<file path="src/rtl/fantasy_pkg.sv">
// rtl/fantasy_pkg.sv - operating-mode encodings and mode family helpers
package fantasy_pkg;

    localparam int MODE_W = 3;

    localparam logic [MODE_W-1:0] MODE_DIRECT    = 3'd0;
    localparam logic [MODE_W-1:0] MODE_INV       = 3'd1;
    localparam logic [MODE_W-1:0] MODE_BLK_DARK  = 3'd2;
    localparam logic [MODE_W-1:0] MODE_BLK_LIGHT = 3'd3;

    function automatic logic is_blk(input logic [MODE_W-1:0] mode);
        is_blk = (mode == MODE_BLK_DARK) || (mode == MODE_BLK_LIGHT);
    endfunction

    function automatic logic is_inv(input logic [MODE_W-1:0] mode);
        is_inv = (mode == MODE_INV) || (mode == MODE_BLK_LIGHT);
    endfunction

    // Encodings 4..7 decode as DIRECT, so they toggle exactly like DIRECT.
    function automatic logic [MODE_W-1:0] toggle_blk(input logic [MODE_W-1:0] mode);
        case (mode)
            MODE_INV:       toggle_blk = MODE_BLK_LIGHT;
            MODE_BLK_DARK:  toggle_blk = MODE_DIRECT;
            MODE_BLK_LIGHT: toggle_blk = MODE_INV;
            default:        toggle_blk = MODE_BLK_DARK;
        endcase
    endfunction

    function automatic logic [MODE_W-1:0] toggle_inv(input logic [MODE_W-1:0] mode);
        case (mode)
            MODE_INV:       toggle_inv = MODE_DIRECT;
            MODE_BLK_DARK:  toggle_inv = MODE_BLK_LIGHT;
            MODE_BLK_LIGHT: toggle_inv = MODE_BLK_DARK;
            default:        toggle_inv = MODE_INV;
        endcase
    endfunction

endpackage

</file>
<file path="src/rtl/frame_px_count.sv">
// rtl/frame_px_count.sv - saturating per-frame pixel counter with sampled statistic
module frame_px_count #(
    parameter int CW = 22
) (
    input  logic          clk,
    input  logic          rst_n,
    input  logic          en,
    input  logic          clr,
    output logic [CW-1:0] stat
);

    localparam logic [CW-1:0] CNT_ONE = CW'(1);
    localparam logic [CW-1:0] CNT_MAX = {CW{1'b1}};

    logic [CW-1:0] cnt_q;
    logic [CW-1:0] stat_q;

    always_ff @(posedge clk or negedge rst_n) begin
        if (!rst_n) begin
            cnt_q  <= '0;
            stat_q <= '0;
        end else if (clr) begin
            stat_q <= cnt_q;
            cnt_q  <= en ? CNT_ONE : '0;
        end else if (en && (cnt_q != CNT_MAX)) begin
            cnt_q  <= cnt_q + CNT_ONE;
        end
    end

    // Forward the count in the sampling cycle so the caller can decide on it immediately.
    assign stat = clr ? cnt_q : stat_q;

endmodule

</file>
<file path="src/rtl/fantasy_mode_ctrl.sv">
// rtl/fantasy_mode_ctrl.sv - frame-synchronous mode controller with auto block-invert
module fantasy_mode_ctrl
    import fantasy_pkg::*;
#(
    parameter int CW    = 22,
    parameter int TH_HI = 1036800,
    parameter int TH_LO = 622080,
    parameter int DWELL = 4
) (
    input  logic              vout_clk_i,
    input  logic              rst_n,
    input  logic [3:0]        button_press_i,
    input  logic [3:0]        button_hold_i,
    input  logic              vs_i,
    input  logic              de_i,
    input  logic              blk_x_i,
    output logic [MODE_W-1:0] mode_o,
    output logic              px_inv_o,
    output logic [3:0]        led_o
);

    localparam logic [CW-1:0] TH_HI_W = CW'(TH_HI);
    localparam logic [CW-1:0] TH_LO_W = CW'(TH_LO);
    localparam logic [3:0]    DWELL_W = 4'(DWELL);

    logic              vs_q;
    logic              fe;
    logic [MODE_W-1:0] pending, pending_nx, commit_mode, mode_nx, eff_mode;
    logic              auto_en, auto_nx;
    logic [3:0]        dwell, dwell_nx;
    logic [CW-1:0]     stat;
    logic              press_blk, press_inv, press_auto;
    logic              want_blk, auto_flip;
    logic              unused_buttons;

    assign fe             = vs_i & ~vs_q;
    assign unused_buttons = &{1'b0, button_press_i[3], button_press_i[0], button_hold_i[2:0]};

    frame_px_count #(.CW(CW)) u_px_count (
        .clk   (vout_clk_i),
        .rst_n (rst_n),
        .en    (de_i & blk_x_i),
        .clr   (fe),
        .stat  (stat)
    );

    always_comb begin
        press_blk  = button_press_i[1] & ~button_press_i[2];
        press_inv  = button_press_i[2] & ~button_press_i[1];
        press_auto = button_press_i[1] &  button_press_i[2];

        want_blk = is_blk(pending);
        if (stat > TH_HI_W) begin
            want_blk = 1'b1;
        end else if (stat < TH_LO_W) begin
            want_blk = 1'b0;
        end

        // Manual blk toggles and auto-enable toggles suppress the auto decision.
        auto_flip = 1'b0;
        dwell_nx  = dwell;
        if (press_blk || press_auto) begin
            dwell_nx = '0;
        end else if (fe && auto_en) begin
            if (want_blk != is_blk(pending)) begin
                if ((dwell + 4'd1) == DWELL_W) begin
                    auto_flip = 1'b1;
                    dwell_nx  = '0;
                end else begin
                    dwell_nx  = dwell + 4'd1;
                end
            end else begin
                dwell_nx = '0;
            end
        end

        // Manual edits land in pending after this edge; only the auto flip reaches the commit.
        commit_mode = auto_flip ? toggle_blk(pending) : pending;
        pending_nx  = commit_mode;
        if (press_blk) begin
            pending_nx = toggle_blk(pending);
        end else if (press_inv) begin
            pending_nx = toggle_inv(commit_mode);
        end

        auto_nx = auto_en;
        if (press_blk) begin
            auto_nx = 1'b0;
        end else if (press_auto) begin
            auto_nx = ~auto_en;
        end

        mode_nx = fe ? commit_mode : mode_o;
    end

    always_ff @(posedge vout_clk_i or negedge rst_n) begin
        if (!rst_n) begin
            vs_q    <= 1'b0;
            pending <= MODE_BLK_DARK;
            mode_o  <= MODE_BLK_DARK;
            auto_en <= 1'b0;
            dwell   <= '0;
            led_o   <= 4'b0001;
        end else begin
            vs_q    <= vs_i;
            pending <= pending_nx;
            mode_o  <= mode_nx;
            auto_en <= auto_nx;
            dwell   <= dwell_nx;
            led_o   <= {is_inv(mode_nx), pending_nx != mode_nx, auto_nx, is_blk(mode_nx)};
        end
    end

    assign eff_mode = button_hold_i[3] ? MODE_DIRECT : mode_o;

    always_comb begin
        case (eff_mode)
            MODE_INV:       px_inv_o = 1'b1;
            MODE_BLK_DARK:  px_inv_o = blk_x_i;
            MODE_BLK_LIGHT: px_inv_o = ~blk_x_i;
            default:        px_inv_o = 1'b0;
        endcase
    end

endmodule

</file>
<file path="config.mk">
export PLATFORM = sky130hd
export DESIGN_NAME = fantasy_mode_ctrl
export DESIGN_NICKNAME = d
export VERILOG_FILES = /design/src/rtl/fantasy_pkg.sv /design/src/rtl/frame_px_count.sv /design/src/rtl/fantasy_mode_ctrl.sv
export SDC_FILE = /design/constraint.sdc
export NUM_CORES = 1
export LEC_CHECK = 0
export CORE_ASPECT_RATIO = 2
export CORE_MARGIN = 10
export CORE_UTILIZATION = 55
export DETAILED_ROUTE_END_ITERATION = 7
export DONT_BUFFER_PORTS = 1
export PLACE_DENSITY_LB_ADDON = 0.05
export SLEW_MARGIN = 30
export SYNTH_ARGS = -nofsm -noshare
export SYNTH_HDL_FRONTEND = slang
export SYNTH_SLANG_ARGS = --single-unit
export TNS_END_PERCENT = 5
</file>
<file path="constraint.sdc">
create_clock -name vout_clk_i -period 2.95 [get_ports vout_clk_i]
set_input_delay 0.4425 -clock vout_clk_i [delete_from_list [all_inputs] [get_ports vout_clk_i]]
set_output_delay 0.4425 -clock vout_clk_i [all_outputs]
set_load 0.02 [all_outputs]
</file>
==> run summary <==
first-pass GRT wire length: 11.2 mm
total grt overflow: 0
WHS Path Cells: 0
Hold Path Origin: vs_i
Starting Density: 0.561
DR WL/cell: 16.8 um
FF-to-FF End: led_o[2]
#FFs+latches synth: 59
share of cells above drive strength 1: 0.133
Power Total: 0.00172 W
crit-path cells: nor2b_4 > o31ai_1 > a31o_1 > a311o_1 > a211oi_2 > nand2_2 > a22oi_2 > xnor2_1 > o2111ai_1
final setup skew: 0.00878 ns
CTS tree: built
Die H: 125 um
clock sink count: 59
Boundary Pins: 21
gr usage total: 0.156
Tcrit/Tclk final: 0.923
Antenna diodes: 0
DR vias/cell: 5.76
cell area after synthesis: 0.00302 mm^2
H-tree Lvls: 3
final WL: 6.57 mm
vias in the first global route: 2404
hpwl dp: 4.76 mm
Gate Count Post-Synth: 314
final setup violation count: 0
clock slew at reported path FFs: 0.07 ns
dominant register cell in the synthesized netlist: dfrtp_1
Max-Cap Viols: 0
FFs w/ async S/R, synth: 1.00
Max transition margin: 0.564
leading area contributor after synthesis: dfrtp_1
r2r setup slk: 0.23 ns
Root Buffer: clkbuf_8
sequential fraction of the synthesis area: 0.491
Synth top cells by count: nand2_1, dfrtp_1, nor2_1, xnor2_1, xor2_1
largest net degree at the start of global routing: 60
leak pwr: 1.54 nW
final hold vios: 0
Setup crit start kind: flip-flop
pwr/cell area: 521 mW/mm^2
Worst R2R Start: vs_q
net count after synthesis: 330
Pins Over Slew Limit: 0
number of placement rows: 38
Post-synth EDFFs: 0
peak supply drop: 0.462 mV
count of cell types in the netlist: 57
f_max: 367 MHz
Yosys warning count: 0
Worst EP arrival: 2.95 ns
Iter 0 DRT Violations: 96
count leader, synth: nand2_1
Die X: 72.4 um
Min Clock Period, post-route: 2.72 ns
Slowest-stage cell, CP: dfrtp_1
Worst Path Buf+Inv: 0
Hold Path Sink: vs_q
status: finished clean
post-CTS repair timing setup buffer count: 0
CTS max path bufs: 2
post-CTS resize count: 0
CP Class: reg -> reg
crit end category: flip-flop
Top Family by Delay on Critical Path: compound AO/OA/AOI/OAI gates
share of the synthesized area in the top cell type: 0.465
P&R area growth vs syn: 9.75%
Reg2Reg Depth: 9
largest cells by area after synthesis: dfrtp_1, nand2_1, nor2_1, xnor2_1, xor2_1
initial antenna violation count: 0
Req. time, crit path: 3.17 ns
core area: 0.00537 mm^2
CTS Buf Count: 9
Final #Nets: 341
Total Neg Setup Slack: 0 ns
Crit Path Max Fanout: 17
DRT Pass-1 Iters: 6
CP peak stage delay: 0.43 ns
GP Congestion: 0.793
number of port buffers: 0
RSZ-0062 raised after global routing: no
Avg Inst Size Synth: 9.60 um^2
worst-skew pair later-pin latency: 0.35 ns
Worst Tran Pin Value: 0.649 ns
type of the tightest min-delay check: in -> reg
number of antenna-violating nets in the routed design: 0
DR vias: 2247
die area: 0.00902 mm^2
DRC viols: 0
-- cells by family (layout without fill, tap and decap cells) --
| group | after synthesis | in the layout | share of synthesized area |
|---|---|---|---|
| AOI/OAI and AO/OA | 42 | 42 | 0.109 |
| xor gates and xnor gates | 25 | 25 | 0.0726 |
| adders and majority gates | 3 | 3 | 0.0124 |
| buffers and inverters | 17 | 33 | 0.0286 |
| DFF | 59 | 59 | 0.491 |
| muxes | 9 | 9 | 0.0357 |
| and+or+nand+nor | 159 | 159 | 0.251 |
-- worst max path at each step --
stage / slack, ns / depth (start not counted) / to / from
2_1_floorplan: 0.55 / 9 / led_o[2] / u_px_count.cnt_q[21]
3_3_place_gp: 0.20 / 9 / led_o[2] / vs_i
3_5_place_dp: 0.18 / 9 / led_o[2] / vs_i
4_1_cts: 0.20 / 9 / led_o[2] / vs_q
5_1_grt: 0.02 / 10 / dwell[3] / vs_q
6_report: 0.23 / 9 / led_o[2] / vs_q
-- stage by stage --
| stage | std cells | util | worst slack [ns] | instance area [um^2] | hold WS [ns] |
|---|---|---|---|---|---|
| finish | 390 | 0.616 | 0.227 | 3310 | 0.122 |
| global placement | 372 | 0.578 | 0.204 | 3100 | 0.149 |
| CTS | 390 | 0.616 | 0.201 | 3310 | 0.103 |
| global route | 390 | 0.616 | 0.0165 | 3310 | 0.111 |
| floorplan | 314 | - | 0.553 | 3020 | 0.147 |
| detailed placement | 372 | 0.578 | 0.181 | 3100 | 0.149 |
-- cell usage in the layout (no fill, tap or decap), types with 4 or more instances in the layout --
| cell type | instances |
|---|---|
| nor3_1 | 8 |
| nand2_1 | 67 |
| nand3_1 | 11 |
| clkinvlp_4 | 4 |
| xnor2_1 | 13 |
| nor2_1 | 32 |
| nor4_1 | 6 |
| mux2i_1 | 4 |
| a21oi_1 | 9 |
| and3_1 | 10 |
| inv_1 | 7 |
| nor2b_1 | 5 |
| nand2b_1 | 5 |
| clkbuf_8 | 9 |
| buf_4 | 7 |
| dfrtp_1 | 56 |
| nand4_1 | 4 |
| o21ai_0 | 6 |
| xor2_1 | 12 |
-- what timing repair did --
item	CTS	global route
setup endpoints to repair	0	0
hold endpoints to repair	59	0
hold buffers	2	0
-- flip-flops by register name, summed over array words and instances (netlist names) --
register,count
mode_o,3
led_o,4
pending,3
u_px_count.cnt_q,22
vs_q,1
dwell,4
u_px_count.stat_q,22
-- report_power, final --
part / switching, W / internal [W] / leakage, nW
logic: 0.000105 / 0.0000733 / 0.672
registers: 0.0000576 / 0.000855 / 0.795
clock network: 0.000334 / 0.000298 / 0.0770
-- metal layers --
metal | wire length [um] | share of wire | up-vias | global-route usage
li1 | - | - | 1100 | -
met1 | 2440 | 0.37 | 1095 | 0.152
met2 | 3710 | 0.56 | 34 | 0.280
met3 | 209 | 0.032 | 18 | 0.0239
met4 | 214 | 0.033 | 0 | 0.107
met5 | 0 | 0 | - | 0
-- area by class of cell --
class / instances / area, um^2
Fill cell: 490 / 2060
Sequential cell: 59 / 1480
Multi-Input combinational cell: 238 / 1450
Clock buffer: 9 / 124
Timing Repair Buffer: 10 / 110
Tap cell: 60 / 75.1
Clock inverter: 7 / 45.0
Inverter: 7 / 26.3
No activity file was read; power rests on OpenSTA's default activity.
